## src/rtl/rca_sum_accumulator.sv

```systemverilog
// Accumulates groups of 9-bit {cout,sum} beats from the 8-bit ripple-carry adder
// and presents each group total with a sticky overflow flag and a beat count.
module rca_sum_accumulator #(
  parameter int BEATS = 4,
  parameter int ACC_W = 16
) (
  input  logic             clk,
  input  logic             reset,
  input  logic             in_valid,
  output logic             in_ready,
  input  logic [7:0]       in_sum,
  input  logic             in_cout,
  input  logic             in_last,
  output logic             out_valid,
  input  logic             out_ready,
  output logic [ACC_W-1:0] out_acc,
  output logic             out_ovf,
  output logic [7:0]       out_count
);

  typedef enum logic {ACC, HOLD} state_t;

  localparam logic [7:0] BEATS_L = 8'(BEATS);

  state_t           state;
  logic [ACC_W-1:0] acc;
  logic             ovf;
  logic [7:0]       count;

  logic [ACC_W:0]   sum_w;
  logic [7:0]       count_next;
  logic             accept;
  logic             close;

  // One extra bit on the add captures the carry out of bit ACC_W-1.
  always_comb begin
    sum_w      = {1'b0, acc} + {{(ACC_W-8){1'b0}}, in_cout, in_sum};
    count_next = count + 8'd1;
    accept     = in_valid & in_ready;
    close      = (count_next == BEATS_L) | in_last;
  end

  always_ff @(posedge clk) begin
    if (reset) begin
      state     <= ACC;
      acc       <= '0;
      ovf       <= 1'b0;
      count     <= '0;
      in_ready  <= 1'b1;
      out_valid <= 1'b0;
      out_acc   <= '0;
      out_ovf   <= 1'b0;
      out_count <= '0;
    end else if (state == ACC) begin
      if (accept) begin
        acc   <= sum_w[ACC_W-1:0];
        ovf   <= ovf | sum_w[ACC_W];
        count <= count_next;
        if (close) begin
          state     <= HOLD;
          in_ready  <= 1'b0;
          out_valid <= 1'b1;
          out_acc   <= sum_w[ACC_W-1:0];
          out_ovf   <= ovf | sum_w[ACC_W];
          out_count <= count_next;
        end
      end
    end else begin
      // Result registers keep their values after release; only reset zeroes them.
      if (out_ready) begin
        state     <= ACC;
        in_ready  <= 1'b1;
        out_valid <= 1'b0;
        acc       <= '0;
        ovf       <= 1'b0;
        count     <= '0;
      end
    end
  end

endmodule

```

## config.mk

```make
export PLATFORM = sky130hd
export DESIGN_NAME = rca_sum_accumulator
export DESIGN_NICKNAME = d
export VERILOG_FILES = /design/src/rtl/rca_sum_accumulator.sv
export SDC_FILE = /design/constraint.sdc
export NUM_CORES = 1
export LEC_CHECK = 0
export ABC_AREA = 0
export BUFFER_PORTS_ARGS = -buffer_cell sky130_fd_sc_hd__buf_2
export CAP_MARGIN = 10
export CORE_MARGIN = 8
export CORE_UTILIZATION = 50
export CTS_CLUSTER_SIZE = 40
export DETAILED_ROUTE_END_ITERATION = 10
export PLACE_DENSITY = 0.86
export SETUP_SLACK_MARGIN = 0.4
export SLEW_MARGIN = 20
export SYNTH_ARGS = -nofsm -noshare
export SYNTH_HDL_FRONTEND = slang
export SYNTH_SLANG_ARGS = --single-unit
```

## constraint.sdc

```tcl
create_clock -name clk -period 1.85 [get_ports clk]
set_input_delay 0.2775 -clock clk [delete_from_list [all_inputs] [get_ports clk]]
set_output_delay 0.2775 -clock clk [all_outputs]
set_load 0.005 [all_outputs]
```

==> results of run 1 <==
## final cells by class
class,instances,area [um^2]
clock buffers,7,76.3
flip-flops and latches,53,1080
fillers,286,1210
repair buffers,90,733
well taps,72,90.1
inverters,5,18.8
multi-input cells,241,2180
clock inverters,1,7.51
## kinds of logic (layout without fill, tap and decap cells)
kind of cell | after synthesis | in the layout
AO/OA/AOI/OAI | 81 | 81
XOR/XNOR | 20 | 20
flip-flops | 53 | 53
AND/OR/NAND/NOR | 129 | 129
buffers and inverters | 23 | 103
adder cells (fa/ha/maj) | 11 | 11
## worst max-delay path: stages, from the launching register on
cell and delay [ps]:
dfxtp_2 350, ha_4 160, fa_2 380, a21oi_4 190
o22ai_4 120, o21ai_2 390, a21boi_1 180, xnor2_1 180
a211oi_2 250
## sequential cells by signal, indices dropped and copies added (netlist names)
name	cells
out_valid	1
out_count	8
out_acc	16
ovf	1
out_ovf	1
count	8
acc	16
state	1
in_ready	1
## power by group
group	switching, mW	total (mW)	leakage (nW)	internal, mW
clock network	0.402	0.671	0.0385	0.269
registers	0.0729	1.28	0.437	1.21
logic	0.571	1.07	1.17	0.497
## worst min path at each step
| stage | end | slack (ps) | cells past startpoint |
|---|---|---|---|
| 6_report | in_ready | 270 | 3 |
| 5_1_grt | state | 300 | 3 |
| 4_1_cts | in_ready | 280 | 3 |
| 3_5_place_dp | out_acc[11] | 450 | 2 |
| 3_3_place_gp | out_acc[0] | 440 | 2 |
| 2_1_floorplan | acc[8] | 450 | 2 |
## routing by layer
metal | part of all wire (%) | global-route usage [%] | vias to the layer above
met5 | 0 | 0 | -
met4 | 6.1 | 14.0 | 0
met3 | 8.7 | 4.16 | 74
met2 | 48 | 36.2 | 224
met1 | 37 | 26.3 | 1439
li1 | - | - | 1283
## layout by cell type (no fill, tap or decap), drive strengths merged, types with 4 or more instances in the layout
master,synthesis,final
ha,10,10
nor2b,4,4
a21oi,36,36
nand3,17,17
inv,5,5
a311oi,5,5
nor2,41,41
dfxtp,53,53
xnor2,17,17
o21ai,7,7
and3,5,5
nand2,43,43
clkbuf,10,7
a211oi,13,13
buf,7,90
nor3,8,8
## timing repair
action,CTS,global route
hold buffers,0,0
endpoints found under the setup margin,47,49
setup buffers,8,13
resized for setup,57,58
cloned,4,0
pin swaps,26,40
==> impl_metrics.env, run 1 <==
export IMPL_synthSimpleGateAreaFrac_pct=23.2
export IMPL_synth_edf_count=0
export IMPL_grt_ovfl_total=0
export IMPL_whs_ps=272
export IMPL_p_per_area_nw_per_um2=721
export IMPL_clk_pin_slew_ps=100
export IMPL_insertion_delay_ps=330
export IMPL_fmax_ghz=0.439
export IMPL_fin_crit_sh_pct=123
export IMPL_cts_sink_count=53
export IMPL_grt_antenna_before_repair=0
export IMPL_wl_per_cell_um=23.2
export IMPL_setup_viol=21
export IMPL_maxCapViolCount=0
export IMPL_postSynthAreaPerCell_um2=8.64
export IMPL_htreeDepth=2
export IMPL_rrSetupSlack_ps=-430
export IMPL_pre_cts_slack_ps=-208
export IMPL_numCtsBuffers=5
export IMPL_start_util_pct=50.7
export IMPL_worst_pin_slew_ps=613
export IMPL_outcome="complete, but fails checks"
export IMPL_final_util_pct=77.6
export IMPL_die_height_um=90.0
export IMPL_post_synth_xor_area_fraction_pct=6.40
export IMPL_cp_arrival_ps=2530
export IMPL_crit_start="acc[0]"
export IMPL_yosysTopAreaCell="dfxtp_1"
export IMPL_hp_class="in -> reg"
export IMPL_synthFlopType="dfxtp_1"
export IMPL_cts_root_buf="clkbuf_8"
export IMPL_synth_top_cell_area_share_pct=38.7
export IMPL_grt_setup_unrepaired="true"
export IMPL_ir_drop_v=0.000555
export IMPL_place_detailed_hpwl_um=5180
export IMPL_drv_slew=0
export IMPL_ys_ff_latch=53
export IMPL_io_pins=41
export IMPL_reg2reg_to="out_acc[10]"
export IMPL_timing_slew_headroom_pct=59.1
export IMPL_grt_pass1_wl_um=14800
export IMPL_worst_slack_ps=-427
export IMPL_syn_area_um2=2740
export IMPL_port_buffers=40
export IMPL_synth_cells=317
export IMPL_place_inst=436
export IMPL_core_um2=5410
export IMPL_power_mw=3.02
export IMPL_reg2reg_from="acc[0]"
export IMPL_syn_num_nets=342
export IMPL_worstSetupPathType="reg -> reg"
export IMPL_groute_usage_overall_pct=22.2
export IMPL_drt_pass1_iter_count=5
export IMPL_fp_dieW_um=90.0
export IMPL_crit_required_ps=2100
export IMPL_seq_area_frac_synth_pct=38.7
export IMPL_final_layout_size_suffix_gt1_share_pct=53.9
export IMPL_final_cells=469
export IMPL_synth_mux_area_share_pct=0
export IMPL_antennaDiodeCount=0
export IMPL_first_iter_violations=323
export IMPL_synth_cell_types=55
export IMPL_yosys_warnings=0
export IMPL_drc=0
export IMPL_failed_checks="setup timing"
export IMPL_synth_compound_area_share_pct=21.6
export IMPL_grt_pass1_vias=2968
export IMPL_period_minus_slack_ps=2280
export IMPL_async_reset_ff_share_pct=0
export IMPL_skew_ps=14.0
export IMPL_rows=27
export IMPL_synth_top_family_by_area="simple AND/OR/NAND/NOR gates"
export IMPL_die_area_um2=8100
export IMPL_cp_end_kind="flop"
export IMPL_synth_area_top_cells="dfxtp_1 39%, a21oi_1 6.4%, nand2_1 5.9%"
export IMPL_antenna_left=0
export IMPL_routed_wl_um=10900
export IMPL_setup_tns_ps=-4090
export IMPL_synth_fa_ha_area_share_pct=5.30
export IMPL_grt_max_degree=34
export IMPL_yosysMostFrequentCell="dfxtp_1"
export IMPL_vias_per_cell=6.44
export IMPL_setup_worst_path_end="out_acc[10]"
export IMPL_hp_start="out_ready"
export IMPL_cts_buffer_depth=2
export IMPL_leakage_nw=1.65
export IMPL_stdcell_area_um2=4190
export IMPL_synthToLayoutAreaGrowth_pct=53.1
export IMPL_place_area_um2=3310
export IMPL_hold_viol=0
export IMPL_via_count=3020
export IMPL_crit_fanout=3
export IMPL_cts_tree="built"
export IMPL_yosys_top_cells_count="53 x dfxtp_1, 43 x nand2_1, 35 x a21oi_1, 34 x nor2_1"
export IMPL_critPathLaunchType="flop"
export IMPL_nets=421
export IMPL_r2r_cells=8
export IMPL_finalWeightedCongestion=0.852
No activity file was read; power rests on OpenSTA's default activity.
==> run 2, diff against run 1 <==
--- a/config.mk
+++ b/config.mk
@@ -9,11 +9,11 @@
 export BUFFER_PORTS_ARGS = -buffer_cell sky130_fd_sc_hd__buf_2
 export CAP_MARGIN = 10
 export CORE_MARGIN = 8
-export CORE_UTILIZATION = 50
+export CORE_UTILIZATION = 38
 export CTS_CLUSTER_SIZE = 40
 export DETAILED_ROUTE_END_ITERATION = 10
-export PLACE_DENSITY = 0.86
-export SETUP_SLACK_MARGIN = 0.4
+export PLACE_DENSITY = 0.71
+export SETUP_SLACK_MARGIN = 0.5
 export SLEW_MARGIN = 20
 export SYNTH_ARGS = -nofsm -noshare
 export SYNTH_HDL_FRONTEND = slang
==> impl_metrics.env, run 2 (synthesized netlist as in run 1, its figures left out) <==
export IMPL_worstSetupPathType="reg -> reg"
export IMPL_numCtsBuffers=5
export IMPL_start_util_pct=38.6
export IMPL_io_pins=41
export IMPL_p_per_area_nw_per_um2=735
export IMPL_whs_ps=278
export IMPL_final_layout_size_suffix_gt1_share_pct=46.0
export IMPL_drv_slew=0
export IMPL_crit_required_ps=2070
export IMPL_critPathLaunchType="flop"
export IMPL_cts_sink_count=53
export IMPL_stdcell_area_um2=3860
export IMPL_groute_usage_overall_pct=14.3
export IMPL_drc=0
export IMPL_maxCapViolCount=0
export IMPL_cts_root_buf="clkbuf_8"
export IMPL_setup_viol=12
export IMPL_grt_antenna_before_repair=0
export IMPL_outcome="complete, but fails checks"
export IMPL_antennaDiodeCount=0
export IMPL_via_count=2551
export IMPL_crit_fanout=3
export IMPL_fin_crit_sh_pct=108
export IMPL_fp_dieW_um=101
export IMPL_leakage_nw=1.51
export IMPL_port_buffers=40
export IMPL_final_util_pct=54.4
export IMPL_insertion_delay_ps=320
export IMPL_cts_buffer_depth=2
export IMPL_cts_hold_buf=0
export IMPL_wl_per_cell_um=15.1
export IMPL_worst_pin_slew_ps=398
export IMPL_finalWeightedCongestion=0.873
export IMPL_setup_tns_ps=-1070
export IMPL_worst_slack_ps=-145
export IMPL_ir_drop_v=0.000369
export IMPL_power_mw=2.84
export IMPL_cpPeakStageDelay_ps=360
export IMPL_antenna_left=0
export IMPL_die_height_um=101
export IMPL_place_inst=464
export IMPL_grt_ovfl_total=0
export IMPL_cts_tree="built"
export IMPL_skew_ps=10.1
export IMPL_final_cells=488
export IMPL_largest_registers="acc (16), out_acc (16)"
export IMPL_first_iter_violations=154
export IMPL_cp_end_kind="flop"
export IMPL_hp_class="in -> reg"
export IMPL_period_minus_slack_ps=1990
export IMPL_die_area_um2=10200
export IMPL_cp_arrival_ps=2210
export IMPL_htreeDepth=2
export IMPL_synthToLayoutAreaGrowth_pct=41.0
export IMPL_drt_pass1_iter_count=4
export IMPL_vias_per_cell=5.23
export IMPL_place_detailed_hpwl_um=4910
export IMPL_nets=413
export IMPL_hold_viol=0
export IMPL_crit_chain="ha_4, fa_2, a21oi_4, o22ai_4, o21ai_2, buf_4, a211oi_4, a221o_1"
export IMPL_fmax_ghz=0.501
export IMPL_grt_pass1_wl_um=11900
export IMPL_timing_slew_headroom_pct=73.5
export IMPL_core_um2=7100
export IMPL_grt_setup_unrepaired="true"
export IMPL_cp_slowest_cell="fa_2"
export IMPL_failed_checks="setup timing"
export IMPL_grt_pass1_vias=2531
export IMPL_rows=31
export IMPL_pre_cts_slack_ps=-171
export IMPL_grt_max_degree=32
export IMPL_place_area_um2=3360
export IMPL_routed_wl_um=7390
export IMPL_mostFrequentLayoutCells="42 x nand2_1, 42 x dfxtp_1, 40 x buf_2"
export IMPL_clk_pin_slew_ps=100
[run 2: cell count changes in the layout (fill, tap and decap cells not counted), sizes merged]
cell and change:
buf -8, clkinvlp -1, clkbuf -1, clkinv +2
[run 2: what timing repair did]
action,4_1_cts,5_1_grt
cloned,2,0
resized for setup,25,25
buffers inserted,5,9
endpoints found under the setup margin,47,49
hold endpoints to repair,0,0
pin swaps,18,19
[run 2: final timing paths]
path                                    from      endpoint  slack [ps]  cells after the start
worst max-delay path                  acc[0]       acc[12]        -140                      8
worst min-delay path               out_ready      in_ready         280                      3
worst max register to register        acc[0]       acc[12]        -140                      8
worst min register to register  out_count[1]  out_count[1]         460                      2
[run 2: layer usage]
| layer | GRT usage, % | routed length [um] |
|---|---|---|
| met5 | 0 | 0 |
| met4 | 5.04 | 151 |
| met3 | 3.31 | 343 |
| met2 | 24.3 | 3540 |
| met1 | 17.3 | 3350 |
[run 2: power by group]
part           leakage [nW]  total [mW]  internal [mW]  switching [mW]
Combinational          1.02       0.857          0.419           0.438
Clock                0.0512       0.713          0.305           0.408
Sequential            0.437        1.27           1.21          0.0563
[run 2: cell type report]
type,instances,area (um^2)
flip-flops and latches,53,1080
clock buffers,6,82.6
inverters,5,18.8
well taps,99,124
repair buffers,82,599
fillers,631,3240
clock inverters,2,13.8
multi-input cells,241,1940
[run 2: worst max-delay path, delay by kind of cell, from the launching register on]
family                   cells  cell delay [ps]
buffers and inverters        1              150
adder cells (fa/ha/maj)      2              520
AO/OA/AOI/OAI                5              860
flip-flops                   1              350
==> run 3, diff against run 2 <==
==> constraint.sdc (replaced) <==
create_clock -name clk -period 1.85 [get_ports clk]
set_input_delay 0.185 -clock clk [delete_from_list [all_inputs] [get_ports clk]]
set_output_delay 0.185 -clock clk [all_outputs]
set_load 0.005 [all_outputs]
==> impl_metrics.env, run 3 (synthesized netlist as in run 1, its figures left out) <==
export IMPL_reg2reg_to="acc[8]"
export IMPL_routed_wl_um=8160
export IMPL_failed_checks="setup timing"
export IMPL_skew_ps=16.3
export IMPL_rows=31
export IMPL_fmax_ghz=0.511
export IMPL_htreeDepth=2
export IMPL_worstSetupPathType="reg -> reg"
export IMPL_groute_usage_overall_pct=15.7
export IMPL_top_usage_layer="met2"
export IMPL_crit_fanout=3
export IMPL_antenna_left=0
export IMPL_cts_root_buf="clkbuf_8"
export IMPL_hp_class="in -> reg"
export IMPL_worst_slack_ps=-107
export IMPL_period_minus_slack_ps=1960
export IMPL_cts_buffer_depth=2
export IMPL_die_area_um2=10200
export IMPL_final_cells=496
export IMPL_mostFrequentLayoutCells="41 x dfxtp_1, 40 x nand2_1, 40 x buf_2"
export IMPL_grt_antenna_before_repair=0
export IMPL_start_util_pct=38.6
export IMPL_clk_pin_slew_ps=100
export IMPL_grt_max_degree=31
export IMPL_crit_start="acc[0]"
export IMPL_final_common_cell="dfxtp_1"
export IMPL_nets=421
export IMPL_place_detailed_hpwl_um=4940
export IMPL_hold_viol=0
export IMPL_numCtsBuffers=5
export IMPL_synthToLayoutAreaGrowth_pct=49.1
export IMPL_wl_per_cell_um=16.5
export IMPL_vias_per_cell=5.34
export IMPL_r2r_cells=8
export IMPL_drt_pass1_iter_count=5
export IMPL_place_inst=460
export IMPL_stdcell_area_um2=4080
export IMPL_io_pins=41
export IMPL_p_per_area_nw_per_um2=745
export IMPL_cp_end_kind="flop"
export IMPL_final_util_pct=57.5
export IMPL_grt_pass1_wl_um=12900
export IMPL_first_iter_violations=128
export IMPL_final_layout_size_suffix_gt1_share_pct=50.4
export IMPL_outcome="complete, but fails checks"
export IMPL_port_buffers=40
export IMPL_critPathLaunchType="flop"
export IMPL_antennaDiodeCount=0
export IMPL_use_met1_pct=18.3
export IMPL_core_um2=7100
export IMPL_finalWeightedCongestion=0.877
export IMPL_setup_tns_ps=-674
export IMPL_worst_pin_slew_ps=384
export IMPL_cp_arrival_ps=2220
export IMPL_cts_tree="built"
export IMPL_grt_setup_unrepaired="true"
export IMPL_use_met3_pct=3.11
export IMPL_drc=0
export IMPL_rrSetupSlack_ps=-110
export IMPL_grt_ovfl_total=0
export IMPL_timing_slew_headroom_pct=74.4
export IMPL_cts_hold_buf=0
export IMPL_setup_viol=15
export IMPL_via_count=2649
export IMPL_fp_dieW_um=101
export IMPL_ir_drop_v=0.000329
export IMPL_cts_sink_count=53
export IMPL_reg2reg_from="acc[0]"
export IMPL_setup_worst_path_end="acc[8]"
export IMPL_fin_crit_sh_pct=106
export IMPL_grt_pass1_vias=2703
export IMPL_leakage_nw=1.59
export IMPL_largest_registers="acc (16), out_acc (16)"
export IMPL_use_met2_pct=27.4
export IMPL_maxCapViolCount=0
export IMPL_crit_required_ps=2110
export IMPL_die_height_um=101
export IMPL_place_area_um2=3330
export IMPL_drv_slew=0
export IMPL_insertion_delay_ps=320
-- run 3: changes by cell type in the layout (fill, tap and decap cells not counted), sizes merged --
cell    change
bufinv      +1
buf         +8
clkbuf      +1
clkinv      -2
-- run 3: worst min-delay path by stage --
stage / to / from / cells after the start / slack, ps
finish: state / out_ready / 3 / 190
CTS: state / out_ready / 3 / 180
global route: state / out_ready / 3 / 210
global placement: out_acc[0] / out_acc[0] / 2 / 440
detailed placement: out_count[1] / out_count[1] / 2 / 450
floorplan: in_ready / out_ready / 2 / 360
-- run 3: cell type report --
cell class	count	area [um^2]
Tap cell	99	124
Multi-Input combinational cell	241	2070
Timing Repair Buffer	90	671
Sequential cell	53	1090
Inverter	5	18.8
Fill cell	582	3010
Clock inverter	1	30.0
Clock buffer	7	86.3
-- run 3: critical path: stages, from the launching register on --
cell and delay, ps:
dfxtp_2 350, ha_4 160, fa_2 370, a21oi_4 200, o22ai_4 110, o41ai_2 250
xnor2_1 220, nand2_1 120, a21oi_2 120
-- run 3: power breakdown --
part	internal (mW)	switching [mW]	total (mW)	leakage (nW)
clock	0.442	0.402	0.844	0.0585
sequential	1.21	0.0591	1.27	0.438
combinational	0.456	0.469	0.926	1.09
-- run 3: metal layers --
metal	routed length, um	vias up
met4	209	0
met3	308	19
li1	-	1277
met5	0	-
met2	4060	57
met1	3590	1296
-- run 3: what timing repair did --
item / in CTS / in global routing
gates resized for setup: 40 / 36
endpoints found under the setup margin: 50 / 49
pin swaps: 41 / 30
buffers inserted: 17 / 9
gates cloned: 2 / 0
hold endpoints to repair: 0 / 0
-- run 3: through the flow --
stage               total power, mW  worst slack [ps]  hold WS (ps)
floorplan                      1.74              15.0           360
global placement               1.93             -67.9           444
detailed placement             1.95             -84.4           446
CTS                            2.94             -82.5           180
global route                   3.18              -165           211
finish                         3.04              -107           188
